### src/rtl/time_setter_if.sv
// Key, live-time and set-bus signals between the keypad side and time_setter.
// master drives keys and live time; slave is the time_setter itself.
interface time_setter_if;
    logic        key_mode;
    logic        key_next;
    logic        key_up;
    logic        key_down;

    logic [11:0] cur_year;
    logic [3:0]  cur_mon;
    logic [2:0]  cur_week;
    logic [4:0]  cur_day;
    logic [4:0]  cur_hour;
    logic [5:0]  cur_min;
    logic [5:0]  cur_sec;

    logic [11:0] year_set;
    logic [3:0]  mon_set;
    logic [2:0]  week_set;
    logic [4:0]  day_set;
    logic [4:0]  hour_set;
    logic [5:0]  min_set;
    logic [5:0]  sec_set;
    logic        time_set;
    logic        editing;
    logic [2:0]  field;

    modport master (
        output key_mode, key_next, key_up, key_down,
        output cur_year, cur_mon, cur_week, cur_day,
        output cur_hour, cur_min, cur_sec,
        input  year_set, mon_set, week_set, day_set,
        input  hour_set, min_set, sec_set,
        input  time_set, editing, field
    );

    modport slave (
        input  key_mode, key_next, key_up, key_down,
        input  cur_year, cur_mon, cur_week, cur_day,
        input  cur_hour, cur_min, cur_sec,
        output year_set, mon_set, week_set, day_set,
        output hour_set, min_set, sec_set,
        output time_set, editing, field
    );
endinterface

### src/rtl/time_setter.sv
// Keypad-driven calendar time editor: loads live time, edits fields with
// wrap and month-length clamping, then strobes the result to the calendar.
module time_setter #(
    parameter int YEAR_MIN = 1900,
    parameter int YEAR_MAX = 2199
) (
    input  logic         clk,
    input  logic         rst_n,
    time_setter_if.slave bus
);

    typedef enum logic [1:0] {IDLE, LOAD, EDIT, COMMIT} state_t;

    localparam logic [11:0] YMIN = 12'(YEAR_MIN);
    localparam logic [11:0] YMAX = 12'(YEAR_MAX);

    function automatic logic is_leap(input logic [11:0] y);
        return ((y % 12'd4 == 12'd0) && (y % 12'd100 != 12'd0))
            || (y % 12'd400 == 12'd0);
    endfunction

    function automatic logic [4:0] dim(input logic [11:0] y,
                                       input logic [3:0]  m);
        case (m)
            4'd4, 4'd6, 4'd9, 4'd11: return 5'd30;
            4'd2:                    return is_leap(y) ? 5'd29 : 5'd28;
            default:                 return 5'd31;
        endcase
    endfunction

    function automatic logic [11:0] step(input logic [11:0] v,
                                         input logic [11:0] lo,
                                         input logic [11:0] hi,
                                         input logic        up);
        if (up) return (v >= hi) ? lo : v + 12'd1;
        return (v <= lo) ? hi : v - 12'd1;
    endfunction

    state_t      state_q;
    logic [11:0] year_q, year_d, ld_year;
    logic [3:0]  mon_q, mon_d, ld_mon;
    logic [2:0]  week_q, week_d, ld_week;
    logic [4:0]  day_q, day_d, ld_day;
    logic [4:0]  hour_q, hour_d, ld_hour;
    logic [5:0]  min_q, min_d, ld_min;
    logic [5:0]  sec_q, sec_d, ld_sec;
    logic [2:0]  field_q, field_d;
    logic        time_set_q;
    logic        editing_q;
    logic [4:0]  dim_q;
    logic [4:0]  dim_d;
    logic        up;

    assign dim_q = dim(year_q, mon_q);
    assign up    = bus.key_up;

    // Out-of-range live values fall back to the field minimum
    always_comb begin
        ld_year = (bus.cur_year < YMIN || bus.cur_year > YMAX)
                ? YMIN : bus.cur_year;
        ld_mon  = (bus.cur_mon == 4'd0 || bus.cur_mon > 4'd12)
                ? 4'd1 : bus.cur_mon;
        ld_day  = (bus.cur_day == 5'd0 || bus.cur_day > dim(ld_year, ld_mon))
                ? 5'd1 : bus.cur_day;
        ld_week = (bus.cur_week == 3'd0) ? 3'd1 : bus.cur_week;
        ld_hour = (bus.cur_hour > 5'd23) ? 5'd0 : bus.cur_hour;
        ld_min  = (bus.cur_min > 6'd59) ? 6'd0 : bus.cur_min;
        ld_sec  = (bus.cur_sec > 6'd59) ? 6'd0 : bus.cur_sec;
    end

    // Edit step; key_mode precedence is resolved in the state machine
    always_comb begin
        year_d  = year_q;
        mon_d   = mon_q;
        week_d  = week_q;
        day_d   = day_q;
        hour_d  = hour_q;
        min_d   = min_q;
        sec_d   = sec_q;
        field_d = field_q;
        if (bus.key_next) begin
            field_d = (field_q == 3'd6) ? 3'd0 : field_q + 3'd1;
        end else if (bus.key_up || bus.key_down) begin
            case (field_q)
                3'd0: year_d = step(year_q, YMIN, YMAX, up);
                3'd1: mon_d  = 4'(step({8'd0, mon_q}, 12'd1, 12'd12, up));
                3'd2: day_d  = 5'(step({7'd0, day_q}, 12'd1,
                                       {7'd0, dim_q}, up));
                3'd3: week_d = 3'(step({9'd0, week_q}, 12'd1, 12'd7, up));
                3'd4: hour_d = 5'(step({7'd0, hour_q}, 12'd0, 12'd23, up));
                3'd5: min_d  = 6'(step({6'd0, min_q}, 12'd0, 12'd59, up));
                3'd6: sec_d  = 6'(step({6'd0, sec_q}, 12'd0, 12'd59, up));
                default: ;
            endcase
        end
        dim_d = dim(year_d, mon_d);
        if (day_d > dim_d) day_d = dim_d;
    end

    always_ff @(posedge clk or negedge rst_n) begin
        if (!rst_n) begin
            state_q    <= IDLE;
            field_q    <= 3'd0;
            time_set_q <= 1'b0;
            editing_q  <= 1'b0;
            year_q     <= 12'd2000;
            mon_q      <= 4'd1;
            day_q      <= 5'd1;
            week_q     <= 3'd1;
            hour_q     <= 5'd0;
            min_q      <= 6'd0;
            sec_q      <= 6'd0;
        end else begin
            unique case (state_q)
                IDLE: begin
                    time_set_q <= 1'b0;
                    if (bus.key_mode) begin
                        state_q   <= LOAD;
                        editing_q <= 1'b1;
                    end
                end
                LOAD: begin
                    year_q  <= ld_year;
                    mon_q   <= ld_mon;
                    day_q   <= ld_day;
                    week_q  <= ld_week;
                    hour_q  <= ld_hour;
                    min_q   <= ld_min;
                    sec_q   <= ld_sec;
                    field_q <= 3'd0;
                    state_q <= EDIT;
                end
                EDIT: begin
                    if (bus.key_mode) begin
                        state_q    <= COMMIT;
                        time_set_q <= 1'b1;
                        editing_q  <= 1'b0;
                    end else begin
                        year_q  <= year_d;
                        mon_q   <= mon_d;
                        day_q   <= day_d;
                        week_q  <= week_d;
                        hour_q  <= hour_d;
                        min_q   <= min_d;
                        sec_q   <= sec_d;
                        field_q <= field_d;
                    end
                end
                COMMIT: begin
                    time_set_q <= 1'b0;
                    state_q    <= IDLE;
                end
                default: state_q <= IDLE;
            endcase
        end
    end

    assign bus.year_set = year_q;
    assign bus.mon_set  = mon_q;
    assign bus.week_set = week_q;
    assign bus.day_set  = day_q;
    assign bus.hour_set = hour_q;
    assign bus.min_set  = min_q;
    assign bus.sec_set  = sec_q;
    assign bus.time_set = time_set_q;
    assign bus.editing  = editing_q;
    assign bus.field    = field_q;

endmodule

### src/flat_wrapper.sv
// flat-port wrapper written by rule: the top's interface ports become plain ports
module time_setter_flat 
#(
    parameter int YEAR_MIN = 1900,
    parameter int YEAR_MAX = 2199
)
  (clk, rst_n, bus_key_mode, bus_key_next, bus_key_up, bus_key_down, bus_cur_year, bus_cur_mon, bus_cur_week, bus_cur_day, bus_cur_hour, bus_cur_min, bus_cur_sec, bus_year_set, bus_mon_set, bus_week_set, bus_day_set, bus_hour_set, bus_min_set, bus_sec_set, bus_time_set, bus_editing, bus_field);
  time_setter_if bus_i ();
  input  logic clk;
  input  logic rst_n;
  input wire logic [$bits(bus_i.key_mode)-1:0] bus_key_mode;
  input wire logic [$bits(bus_i.key_next)-1:0] bus_key_next;
  input wire logic [$bits(bus_i.key_up)-1:0] bus_key_up;
  input wire logic [$bits(bus_i.key_down)-1:0] bus_key_down;
  input wire logic [$bits(bus_i.cur_year)-1:0] bus_cur_year;
  input wire logic [$bits(bus_i.cur_mon)-1:0] bus_cur_mon;
  input wire logic [$bits(bus_i.cur_week)-1:0] bus_cur_week;
  input wire logic [$bits(bus_i.cur_day)-1:0] bus_cur_day;
  input wire logic [$bits(bus_i.cur_hour)-1:0] bus_cur_hour;
  input wire logic [$bits(bus_i.cur_min)-1:0] bus_cur_min;
  input wire logic [$bits(bus_i.cur_sec)-1:0] bus_cur_sec;
  output wire logic [$bits(bus_i.year_set)-1:0] bus_year_set;
  output wire logic [$bits(bus_i.mon_set)-1:0] bus_mon_set;
  output wire logic [$bits(bus_i.week_set)-1:0] bus_week_set;
  output wire logic [$bits(bus_i.day_set)-1:0] bus_day_set;
  output wire logic [$bits(bus_i.hour_set)-1:0] bus_hour_set;
  output wire logic [$bits(bus_i.min_set)-1:0] bus_min_set;
  output wire logic [$bits(bus_i.sec_set)-1:0] bus_sec_set;
  output wire logic [$bits(bus_i.time_set)-1:0] bus_time_set;
  output wire logic [$bits(bus_i.editing)-1:0] bus_editing;
  output wire logic [$bits(bus_i.field)-1:0] bus_field;
  assign bus_i.key_mode = bus_key_mode;
  assign bus_i.key_next = bus_key_next;
  assign bus_i.key_up = bus_key_up;
  assign bus_i.key_down = bus_key_down;
  assign bus_i.cur_year = bus_cur_year;
  assign bus_i.cur_mon = bus_cur_mon;
  assign bus_i.cur_week = bus_cur_week;
  assign bus_i.cur_day = bus_cur_day;
  assign bus_i.cur_hour = bus_cur_hour;
  assign bus_i.cur_min = bus_cur_min;
  assign bus_i.cur_sec = bus_cur_sec;
  assign bus_year_set = bus_i.year_set;
  assign bus_mon_set = bus_i.mon_set;
  assign bus_week_set = bus_i.week_set;
  assign bus_day_set = bus_i.day_set;
  assign bus_hour_set = bus_i.hour_set;
  assign bus_min_set = bus_i.min_set;
  assign bus_sec_set = bus_i.sec_set;
  assign bus_time_set = bus_i.time_set;
  assign bus_editing = bus_i.editing;
  assign bus_field = bus_i.field;
  time_setter #(.YEAR_MIN(YEAR_MIN), .YEAR_MAX(YEAR_MAX)) u_core (.clk(clk), .rst_n(rst_n), .bus(bus_i));
endmodule
### config.mk
export PLATFORM = sky130hd
export DESIGN_NAME = time_setter_flat
export DESIGN_NICKNAME = d
export VERILOG_FILES = /design/src/rtl/time_setter_if.sv /design/src/rtl/time_setter.sv /design/src/flat_wrapper.sv
export SDC_FILE = /design/constraint.sdc
export NUM_CORES = 1
export LEC_CHECK = 0
export ABC_AREA = 1
export BUFFER_PORTS_ARGS = -buffer_cell sky130_fd_sc_hd__clkbuf_2
export CORE_MARGIN = 2
export CORE_UTILIZATION = 40
export DETAILED_ROUTE_END_ITERATION = 6
export PLACE_DENSITY = 0.65
export SLEW_MARGIN = 20
export SYNTH_ARGS = -nofsm -noshare
export SYNTH_HDL_FRONTEND = slang
export SYNTH_SLANG_ARGS = --single-unit
### constraint.sdc
create_clock -name clk -period 6.4 [get_ports clk]
set_input_delay 0.64 -clock clk [delete_from_list [all_inputs] [get_ports clk]]
set_output_delay 0.64 -clock clk [all_outputs]
set_load 0.05 [all_outputs]
# After elaboration in Yosys (flattened, before gate mapping)
# Cells that the tools add are included.
# W data, S select, Z words.
# word_totals
ff_bits	48
input_bits	47
out_inout_bits	46
# classes
add_sub_neg	15
n_div	6
order_cmp	22
n_eq_ne	34
n_mux	110
reduce_logical	40
# op_table
op	count
$mux W12	9
$mux W6	18
$mux W5	19
$logic_not A12 Y1	6
$pmux W5 S2	5
$mod A12 B7 Y12 const B	3
$mod A12 B9 Y12 const B	3
$mux W3	12
$mux W4	9
$reduce_bool A12 Y1	3
$mux W1	27
$eq A4 B3 Y1 const B	6
$eq A4 B4 Y1 const B	6
$pmux W12 S2	1
$pmux W6 S2	2
$reduce_and A5 Y1	4
$ne A2 B2 Y1 const B	8
$add A12 B1 Y12 const B	1
$add A6 B1 Y6 const B	2
$eq A4 B2 Y1 const B	3
$ge A12 B12 Y1 const B	1
$ge A6 B6 Y1 const B	2
$gt A12 B12 Y1 const B	1
$gt A6 B6 Y1 const B	2
43 further kinds	74

# Longest topological paths before layout
# Gate-level depths: netlist of run 1.
# depth
word_depth	18
ltp_mapped	59
depth_no_buf	59

# Worst setup path before layout of run 1
# Ideal clock, no wire load.
# synth_timing
path_kind	flip-flop to flip-flop
start	reg u_core.year_q[7], in the netlist u_core.bus.year_set[7]
end	reg u_core.day_q[1], in the netlist u_core.bus.day_set[1]
setup_ns	0.144
t_arrival_ns	5.646
t_required_ns	6.256
slack_ns	0.610
path_stages_with_launch	57
path_buffers	1
path_cell_list	dfstp_2 buf_2 inv_4 a21oi_2 nand2_1 nand4_1 nand2_1 inv_2 nand2_1 o21ai_2 nand2_2 nor2_2 nor2_1 a21oi_1 nor2_1 nand2_2 nand2_2 nand2_2 [21 not listed] nand2_1 a21oi_1 nor2_1 nor2_1 nand2_1 nand2_1 inv_1 a21boi_0 ha_1 nand2_1 o21ai_0 nor2_1 and3_1 inv_1 nand2_1 o21ai_0 a22oi_1 o21ai_0
# synth_between
elab_chain_len	17
word_cells_on_any_way	40
classes_between	add/sub (2); div (4); order compare (4); mux (21); reduce/logical (9)
# synth_lines
item	line	source
start: declaration	time_setter.sv:40	logic [11:0] year_q, year_d, ld_year;
start signal: assignment	time_setter.sv:123	year_q <= ld_year;
start signal: assignment	time_setter.sv:139	year_q <= year_d;
$add A12 B1 Y12 (tied with other cells)	time_setter.sv:35	if (up) return (v >= hi) ? lo : v + 12'd1;
$mux W12 or $reduce_bool A12 Y1 (tied branches)	time_setter.sv:35, time_setter.sv:18	
$mux W12 or $logic_and A1 B1 Y1 (tied branches)	time_setter.sv:35, time_setter.sv:18	
$mux W12 or $logic_or A1 B1 Y1 (tied branches)	time_setter.sv:36, time_setter.sv:19	
$mux W12 or $mux W1 (tied branches)	time_setter.sv:84, time_setter.sv:26	
$mux W12 or $pmux W5 S2 (tied branches)	time_setter.sv:83, time_setter.sv:24	
$mux W12 or $ge A5 B5 Y1 (tied branches)	time_setter.sv:81, time_setter.sv:35	
$mod A12 B7 Y12 or $mux W5 (tied branches)	time_setter.sv:18, time_setter.sv:35	
$reduce_bool A12 Y1 or $mux W5 (tied branches)	time_setter.sv:18, time_setter.sv:35	
$logic_and A1 B1 Y1 or $mux W5 (tied branches)	time_setter.sv:18, time_setter.sv:36	
$logic_or A1 B1 Y1 or $mux W5 (tied branches)	time_setter.sv:19, time_setter.sv:84	
$mux W1 or $mux W5 (tied branches)	time_setter.sv:26, time_setter.sv:83	
$pmux W5 S2 or $mux W5 (tied branches)	time_setter.sv:24, time_setter.sv:81	
$gt A5 B5 Y1	time_setter.sv:97	if (day_d > dim_d) day_d = dim_d;
$mux W5 *	time_setter.sv:97	
$mux W5 *	time_setter.sv:134	if (bus.key_mode) begin
$pmux W5 S2 *	time_setter.sv:114	unique case (state_q)
end signal: assignment	time_setter.sv:125	day_q <= ld_day;
end signal: assignment	time_setter.sv:141	day_q <= day_d;
end: declaration	time_setter.sv:43	logic [4:0] day_q, day_d, ld_day;
# Every way passes the cells marked *; elsewhere a longest branch is shown, timed or not. The select of a mux whose other input is x is not followed.
# A chain may end at the register's enable or synchronous reset.

# Worst setup path in the final report of run 1
# layout_timing
start	reg u_core.year_q[8], in the netlist u_core.bus.year_set[8]
end	reg u_core.day_q[1], in the netlist u_core.bus.day_set[1]
# Same word-level chain as after synthesis.

==> results of run 1 <==
## cells in the final DEF (no fill, tap or decap), types with 13 or more instances in the layout
cell type,count
nand2_4,17
nor2_2,17
nand4_1,14
inv_1,157
xor2_1,27
dfrtp_1,37
o22ai_1,13
a31oi_1,14
o21ai_0,101
inv_2,21
nand2_2,33
a21oi_1,47
buf_4,28
ha_1,31
nand3_1,83
nand2_1,255
clkbuf_2,92
nor2_1,128
## worst paths after layout
kind / start / end / slack, ps / cells past startpoint
hold reg to reg: u_core.bus.time_set / u_core.bus.time_set / 510 / 2
setup reg to reg: u_core.bus.year_set[8] / u_core.bus.day_set[1] / 280 / 50
hold / removal: rst_n / u_core.bus.sec_set[4] / 450 / 2
max in group asynchronous: rst_n / u_core.bus.year_set[11] / 5450 / 2
min in group clk: u_core.bus.time_set / u_core.bus.time_set / 510 / 2
setup / recovery: u_core.bus.year_set[8] / u_core.bus.day_set[1] / 280 / 50
## logic make-up after synthesis
kind of cell | share of synthesized area
AOI/OAI and AO/OA | 0.2011
adders and majority gates | 0.05656
xor gates and xnor gates | 0.04196
buffers and inverters | 0.1242
DFF | 0.1768
and+or+nand+nor | 0.3994
## per-layer routing
layer | routed length [um] | vias up | GRT usage
li1 | - | 3959 | -
met1 | 9356 | 3476 | 0.2990
met2 | 9582 | 193 | 0.3720
met3 | 1022 | 17 | 0.02402
met4 | 277 | 0 | 0.04861
met5 | 0 | - | 0
## registers in the layout (all words and copies together), names as in the netlist
name and cells:
u_core.bus.week_set 3, u_core.bus.time_set 1, u_core.bus.year_set 12, u_core.bus.editing 1
u_core.bus.min_set 6, u_core.state_q 2, u_core.bus.mon_set 4, u_core.bus.field 3
u_core.bus.hour_set 5, u_core.bus.sec_set 6, u_core.bus.day_set 5
## cell usage after synthesis, drive strengths merged
cell     count
o311ai       3
a31oi       14
o32ai        3
nand2      305
o41ai        1
or2          4
nand4       17
nor4         1
and2         1
xnor2        4
o21ai      114
a21oi       54
a21o         1
o221ai       1
nor3        12
a211oi       1
nand3b       1
inv        182
dfstp        9
o21a         1
nor2       156
dfrtp       39
a31o         1
a22oi        7
a32o         1
o211ai      10
nand3       91
and3         1
a21boi       1
o2111ai      2
xor2        28
o22ai       13
buf         13
a221oi       3
o31ai        7
clkbuf      17
ha          31
## metrics by stage
step | TNS (ps) | hold slack, ps | area, sq um | util | setup WS (ps)
floorplan | 0 | 344.4 | 6858 | - | 610.0
global placement | 0 | 489.5 | 7477 | 0.4493 | 416.4
detailed placement | 0 | 495.0 | 7477 | 0.4493 | 183.4
CTS | 0 | 475.6 | 7649 | 0.4596 | 164.3
global route | -385.9 | 512.3 | 7966 | 0.4787 | -250.7
finish | 0 | 446.0 | 7966 | 0.4787 | 281.3
## layout make-up
class                      instances  area share
inverter                         182     0.08701
sequential                        48      0.1525
tap                              220     0.03455
timing repair buffer             120     0.08418
multi-input combinational        890      0.6202
clock buffer                       5     0.01571
clock inverter                     3    0.005811
## what timing repair did
action | CTS | global route
hold buffers | 0 | 0
resized for setup | 0 | 47
setup endpoints to repair | 0 | 2
buffers inserted | 0 | 22
==> flow_metrics.tcl, run 1 <==
set metrics [dict create \
    critPathTopFamily "simple AND/OR/NAND/NOR gates" \
    seq_area_sq_mm 0.001215 \
    initial_core_util 0.4121 \
    nNetsFinal 1325 \
    netlist.area_leader.share 0.1450 \
    crit_path_end_kind "flop" \
    worst_pin_slew_ps 892.7 \
    grt_overflow_total 0 \
    grt_util_all_layers 0.2187 \
    antenna_found_initial 0 \
    synth.largest_area_cell "nand2_1" \
    wl_per_cell_um 13.79 \
    dieArea_sq_mm 0.01821 \
    drive_gt1_frac 0.2155 \
    routed_via_density 5.208 \
    setup_viol 0 \
    die_width_um 134.9 \
    numCtsBuffers 5 \
    cts_max_level 2 \
    grt_max_degree 49 \
    rsz0062_at_grt "yes" \
    cpMostUsedCell "nand2_4" \
    drc_errors 0 \
    nFillCells 1735 \
    drtAntennaViolNets 0 \
    synth_cell_types 57 \
    antenna_cells 0 \
    io_buffers 92 \
    dpl.hpwl_mm 15.23 \
    critPathMaxFanout 8 \
    synth-warning-count 0 \
    finClkSkew_ps 5.038 \
    clock_latency_ps 300 \
    start_kind "flop" \
    multiInputGateArea_sq_mm 0.004941 \
    clock-sinks 48 \
    critPathMaxStageDelay_ps 680 \
    netlist_area_sq_mm 0.006858 \
    cts_tree "built" \
    slowest_stage "dfstp_2" \
    instances_no_fill 1468 \
    cp_num_buf_inv 9 \
    grt_pass1_wl_mm 33.22 \
    drtIter0Drc 453 \
    totalWireLength_mm 20.24 \
    finalCritPeriodShare 0.9560 \
    rows 47 \
    synth_area_leaders "nand2_1, dfrtp_1, inv_1, o21ai_0, nor2_1" \
    avgSynthCellArea_sq_um 5.963 \
    gp_congestion 0.8858 \
    grt_pass1_vias 6979 \
    ios 93 \
    vias 7645 \
    postSynthCellCount 1150 \
    synth_nets 1228 \
    finalCriticalPeriod_ps 6119 \
    drv_slew 0 \
    max-cap-violations 0 \
    crit_type "flop to flop" \
    ys_ff_latch 48 \
    dieHeight_um 134.9 \
    status "finished clean" \
    hp-class "input pin to asynchronous set/reset pin" \
    hold_viol_final 0 \
    clk_path_buf_depth 2 \
    dpl.cell_count 1438 \
    yosysSeqAreaShare 0.1768 \
    fmax_mhz 163.4 \
    synthToLayoutAreaGrowth_pct 16.16 \
    first_pass_iters 7 \
    arrival_ps 6270 \
    core-area_sq_mm 0.01664 \
    slew_headroom 0.3994 \
    clk_pin_slew_worst_paths_ps 70 \
    cp.required_ps 6550 \
    root_buffer "clkbuf_16" \
]
Power of run 1 is left out: the tool's default activity adds up to more than one toggle a clock period on the data nets, which glitch-free logic cannot reach.
==> run 2: changes to the inputs <==
--- a/config.mk
+++ b/config.mk
@@ -7,8 +7,8 @@
 export LEC_CHECK = 0
 export ABC_AREA = 1
 export BUFFER_PORTS_ARGS = -buffer_cell sky130_fd_sc_hd__clkbuf_2
-export CORE_MARGIN = 2
 export CORE_UTILIZATION = 40
+export CTS_CLUSTER_SIZE = 28
 export DETAILED_ROUTE_END_ITERATION = 6
 export PLACE_DENSITY = 0.65
 export SLEW_MARGIN = 20
==> flow_metrics.tcl, run 2 (synthesis results as in run 1) <==
set metrics [dict create \
    status "finished clean" \
    antenna_cells 0 \
    die_width_um 132.9 \
    clock-sinks 48 \
    grt_overflow_total 0 \
    dieArea_sq_mm 0.01767 \
    numCtsBuffers 5 \
    cp_num_buf_inv 6 \
    hold_viol_final 0 \
    final_common_cell "nand2_1" \
    ios 93 \
    clk_path_buf_depth 2 \
    antenna_found_initial 0 \
    topRoutingLayerUsed "met4" \
    drc_errors 0 \
    dr_wl_met2_mm 9.407 \
    worst_pin_slew_ps 903.6 \
    nNetsFinal 1321 \
    totalWireLength_mm 19.92 \
    finalCriticalPeriod_ps 5898 \
    fmax_mhz 169.5 \
    finClkSkew_ps 12.52 \
    slew_headroom 0.3920 \
    drtAntennaViolNets 0 \
    setup_ws_ps 502.0 \
    nFillCells 1789 \
    io_buffers 92 \
    post-place-ws_ps 247.8 \
    slowest_stage "dfstp_2" \
    initial_core_util 0.4121 \
    root_buffer "clkbuf_16" \
    grt_pass1_vias 6827 \
    cts_hold_buffers 0 \
    grt_util_all_layers 0.2232 \
    drv_slew 0 \
    crit_type "flop to flop" \
    start_kind "flop" \
    largest_register_ffs 12 \
    critPathMaxStageDelay_ps 670 \
    wl_met1_mm 9.357 \
    clk_pin_slew_worst_paths_ps 70 \
    crit_path_start "u_core.bus.year_set[8]" \
    max-cap-violations 0 \
    drive_gt1_frac 0.2034 \
    worstReg2RegStart "u_core.bus.year_set[8]" \
    critPathTopFamily "simple AND/OR/NAND/NOR gates" \
    setup_viol 0 \
    holdWs_ps 470.4 \
    cts_max_level 2 \
    dpl.hpwl_mm 15.27 \
    synthToLayoutAreaGrowth_pct 14.94 \
    cts_tree "built" \
    gp_congestion 0.8932 \
    first_pass_iters 5 \
    cp.required_ps 6560 \
    final_cell_mix "nand2_1, inv_1, nor2_1, o21ai_0, clkbuf_2" \
    crit_path_end_kind "flop" \
    multiInputGateArea_sq_mm 0.004887 \
    seq_area_sq_mm 0.001214 \
    core-area_sq_mm 0.01664 \
    arrival_ps 6050 \
    critPathMaxFanout 8 \
    finalCritPeriodShare 0.9216 \
    drtIter0Drc 576 \
    route.met3.wl_um 980 \
    rows 47 \
    vias 7554 \
    dieHeight_um 132.9 \
    hp-class "input pin to asynchronous set/reset pin" \
    grt_pass1_wl_mm 32.80 \
    routed_via_density 5.160 \
    wl_per_cell_um 13.61 \
    cpMostUsedCell "nand2_1" \
    grt_max_degree 49 \
    clock_latency_ps 310 \
]
==> run 2: cell types whose count changed in the layout (fill, tap and decap cells not counted), moves of 4 or more <==
| cell | change |
|---|---|
| buf_4 | -4 |
| nand2_1 | +8 |
| nand2_2 | -4 |
| nand2_4 | -4 |
| nor2_1 | +4 |
| nor2_2 | -4 |
| o21ai_0 | +4 |
| o21ai_1 | -4 |
==> run 2: what timing repair did <==
action	CTS	global route
buffers inserted	0	18
endpoints found under the setup margin	0	2
resized for setup	0	26
==> run 2: cell type report <==
class / count / area share
inverter: 182 / 0.08794
multi-input combinational: 890 / 0.6200
tap: 220 / 0.03492
clock buffer: 5 / 0.01587
clock inverter: 3 / 0.006032
timing repair buffer: 116 / 0.08127
sequential: 48 / 0.1540
==> run 2: path summary, 6_finish.rpt <==
| kind | slack, ps | end | cells past startpoint |
|---|---|---|---|
| max in group asynchronous | 5430 | u_core.bus.year_set[11] | 2 |
| setup reg to reg | 500 | u_core.bus.day_set[1] | 55 |
| hold / removal | 470 | u_core.bus.hour_set[2] | 2 |
| setup / recovery | 500 | u_core.bus.day_set[1] | 55 |
| hold reg to reg | 500 | u_core.bus.editing | 2 |
| min in group clk | 500 | u_core.bus.editing | 2 |
==> run 2: stage by stage <==
| stage | TNS [ps] | utilization | instance area, sq um | std cells |
|---|---|---|---|---|
| floorplan | 0 | - | 6858 | 1150 |
| global placement | 0 | 0.4493 | 7477 | 1438 |
| detailed placement | 0 | 0.4493 | 7477 | 1438 |
| CTS | 0 | 0.4597 | 7650 | 1446 |
| global route | -73.45 | 0.4736 | 7883 | 1464 |
| finish | 0 | 0.4736 | 7883 | 1464 |
==> run 2: layer usage <==
layer,global-route usage,up-vias
met4,0.04151,0
met1,0.2961,3417
met2,0.3871,179
met5,0,-
li1,-,3946
met3,0.02874,12
Power of run 2 is left out for the same reason.
==> run 3: changes to the inputs <==
==> constraint.sdc (replaced) <==
create_clock -name clk -period 6.4 [get_ports clk]
set_input_delay 1.92 -clock clk [delete_from_list [all_inputs] [get_ports clk]]
set_output_delay 1.92 -clock clk [all_outputs]
set_load 0.05 [all_outputs]
==> flow_metrics.tcl, run 3 (synthesis results as in run 1) <==
set metrics [dict create \
    grt_max_degree 50 \
    slowest_stage "ha_1" \
    synthToLayoutAreaGrowth_pct 21.47 \
    drc_errors 0 \
    final_common_cell "nand2_1" \
    core-area_sq_mm 0.01664 \
    crit_type "input pin to flop" \
    drtIter0Drc 507 \
    violations "setup timing" \
    crit_path_end_kind "flop" \
    io_buffers 92 \
    hold_viol_final 0 \
    fmax_mhz 155.3 \
    routed_via_density 5.168 \
    arrival_ps 6600 \
    seq_area_sq_mm 0.001212 \
    numCtsBuffers 5 \
    dpl.hpwl_mm 15.54 \
    start_kind "input pin" \
    final_util 0.5006 \
    root_buffer "clkbuf_16" \
    first_pass_iters 5 \
    finalCriticalPeriod_ps 6441 \
    critPathMaxFanout 6 \
    clk_pin_slew_worst_paths_ps 70 \
    worst_pin_slew_ps 875.7 \
    antenna_cells 0 \
    place_area_sq_mm 0.007843 \
    hp-class "flop to flop" \
    totalWireLength_mm 20.29 \
    initial_core_util 0.4121 \
    largest_register_ffs 12 \
    multiInputGateArea_sq_mm 0.004982 \
    cts_tree "built" \
    setup_viol 1 \
    reg2reg_slack_ps 410 \
    gp_congestion 0.9307 \
    dieArea_sq_mm 0.01767 \
    clock_latency_ps 300 \
    nNetsFinal 1361 \
    ios 93 \
    slew_headroom 0.4108 \
    finClkSkew_ps 7.465 \
    antenna_found_initial 0 \
    drive_gt1_frac 0.2430 \
    setup_ws_ps -40.85 \
    clk_path_buf_depth 2 \
    nFillCells 1719 \
    cts_hold_buffers 0 \
    cts_max_level 2 \
    drv_slew 0 \
    grt_util_all_layers 0.2276 \
    cp.required_ps 6560 \
    dieHeight_um 132.9 \
    critPathMaxStageDelay_ps 260 \
    final_cell_mix "nand2_1, inv_1, nor2_1, o21ai_0, clkbuf_2" \
    max-cap-violations 0 \
    final_cell_area_sq_mm 0.008330 \
    status "finished with violations" \
    rows 47 \
    drtAntennaViolNets 0 \
    rsz0062_at_grt "yes" \
    clock-sinks 48 \
    wl_per_cell_um 13.49 \
    grt_pass1_wl_mm 33.53 \
    grt_overflow_total 0 \
    vias 7772 \
    die_width_um 132.9 \
    grt_pass1_vias 7143 \
    finalCritPeriodShare 1.006 \
]
-- run 3: per-stage QoR --
stage | setup slack (ps) | hold slack [ps] | cells | TNS, ps
2_1_floorplan | 140.5 | 485.3 | 1150 | 0
3_3_place_gp | -162.9 | 490.5 | 1485 | -276.3
3_5_place_dp | -382.9 | 496.3 | 1485 | -670.0
4_1_cts | 3.118 | 515.4 | 1497 | 0
5_1_grt | -496.0 | 542.0 | 1504 | -898.4
6_report | -40.85 | 510.0 | 1504 | -40.85
-- run 3: cell type report --
cell class / count / share of cell area
repair buffers: 156 / 0.1164
inverters: 182 / 0.08366
flip-flops and latches: 48 / 0.1455
multi-input cells: 890 / 0.5981
well taps: 220 / 0.03304
clock buffers: 5 / 0.01502
clock inverters: 3 / 0.008261
-- run 3: path summary, 6_finish.rpt --
| check | start | end | cells past startpoint |
|---|---|---|---|
| setup / recovery | bus_key_up | u_core.bus.day_set[1] | 48 |
| hold / removal | u_core.bus.editing | u_core.bus.editing | 2 |
| setup reg to reg | u_core.bus.year_set[8] | u_core.bus.day_set[1] | 54 |
| hold reg to reg | u_core.bus.editing | u_core.bus.editing | 2 |
| max in group asynchronous | rst_n | u_core.bus.day_set[4] | 2 |
| min in group asynchronous | rst_n | u_core.bus.hour_set[2] | 2 |
-- run 3: timing repair --
| action | CTS | global route |
|---|---|---|
| endpoints found under the hold margin | 0 | 0 |
| pin swaps | 10 | 41 |
| resized for setup | 8 | 51 |
| buffers inserted | 4 | 8 |
| setup endpoints to repair | 2 | 4 |
-- run 3: per-layer routing --
metal	vias to the layer above	track usage	part of all wire
met5	-	0	0
met3	29	0.02720	0.047
met1	3520	0.3005	0.46
met2	206	0.3915	0.48
met4	0	0.05683	0.016
li1	4017	-	-
-- run 3: critical path: cells and delay by family --
kind	cells	cell delay [ps]
AND/OR/NAND/NOR	40	3810
AO/OA/AOI/OAI	4	380
buffers and inverters	3	190
adder cells (fa/ha/maj)	1	260
Power of run 3 is left out for the same reason.
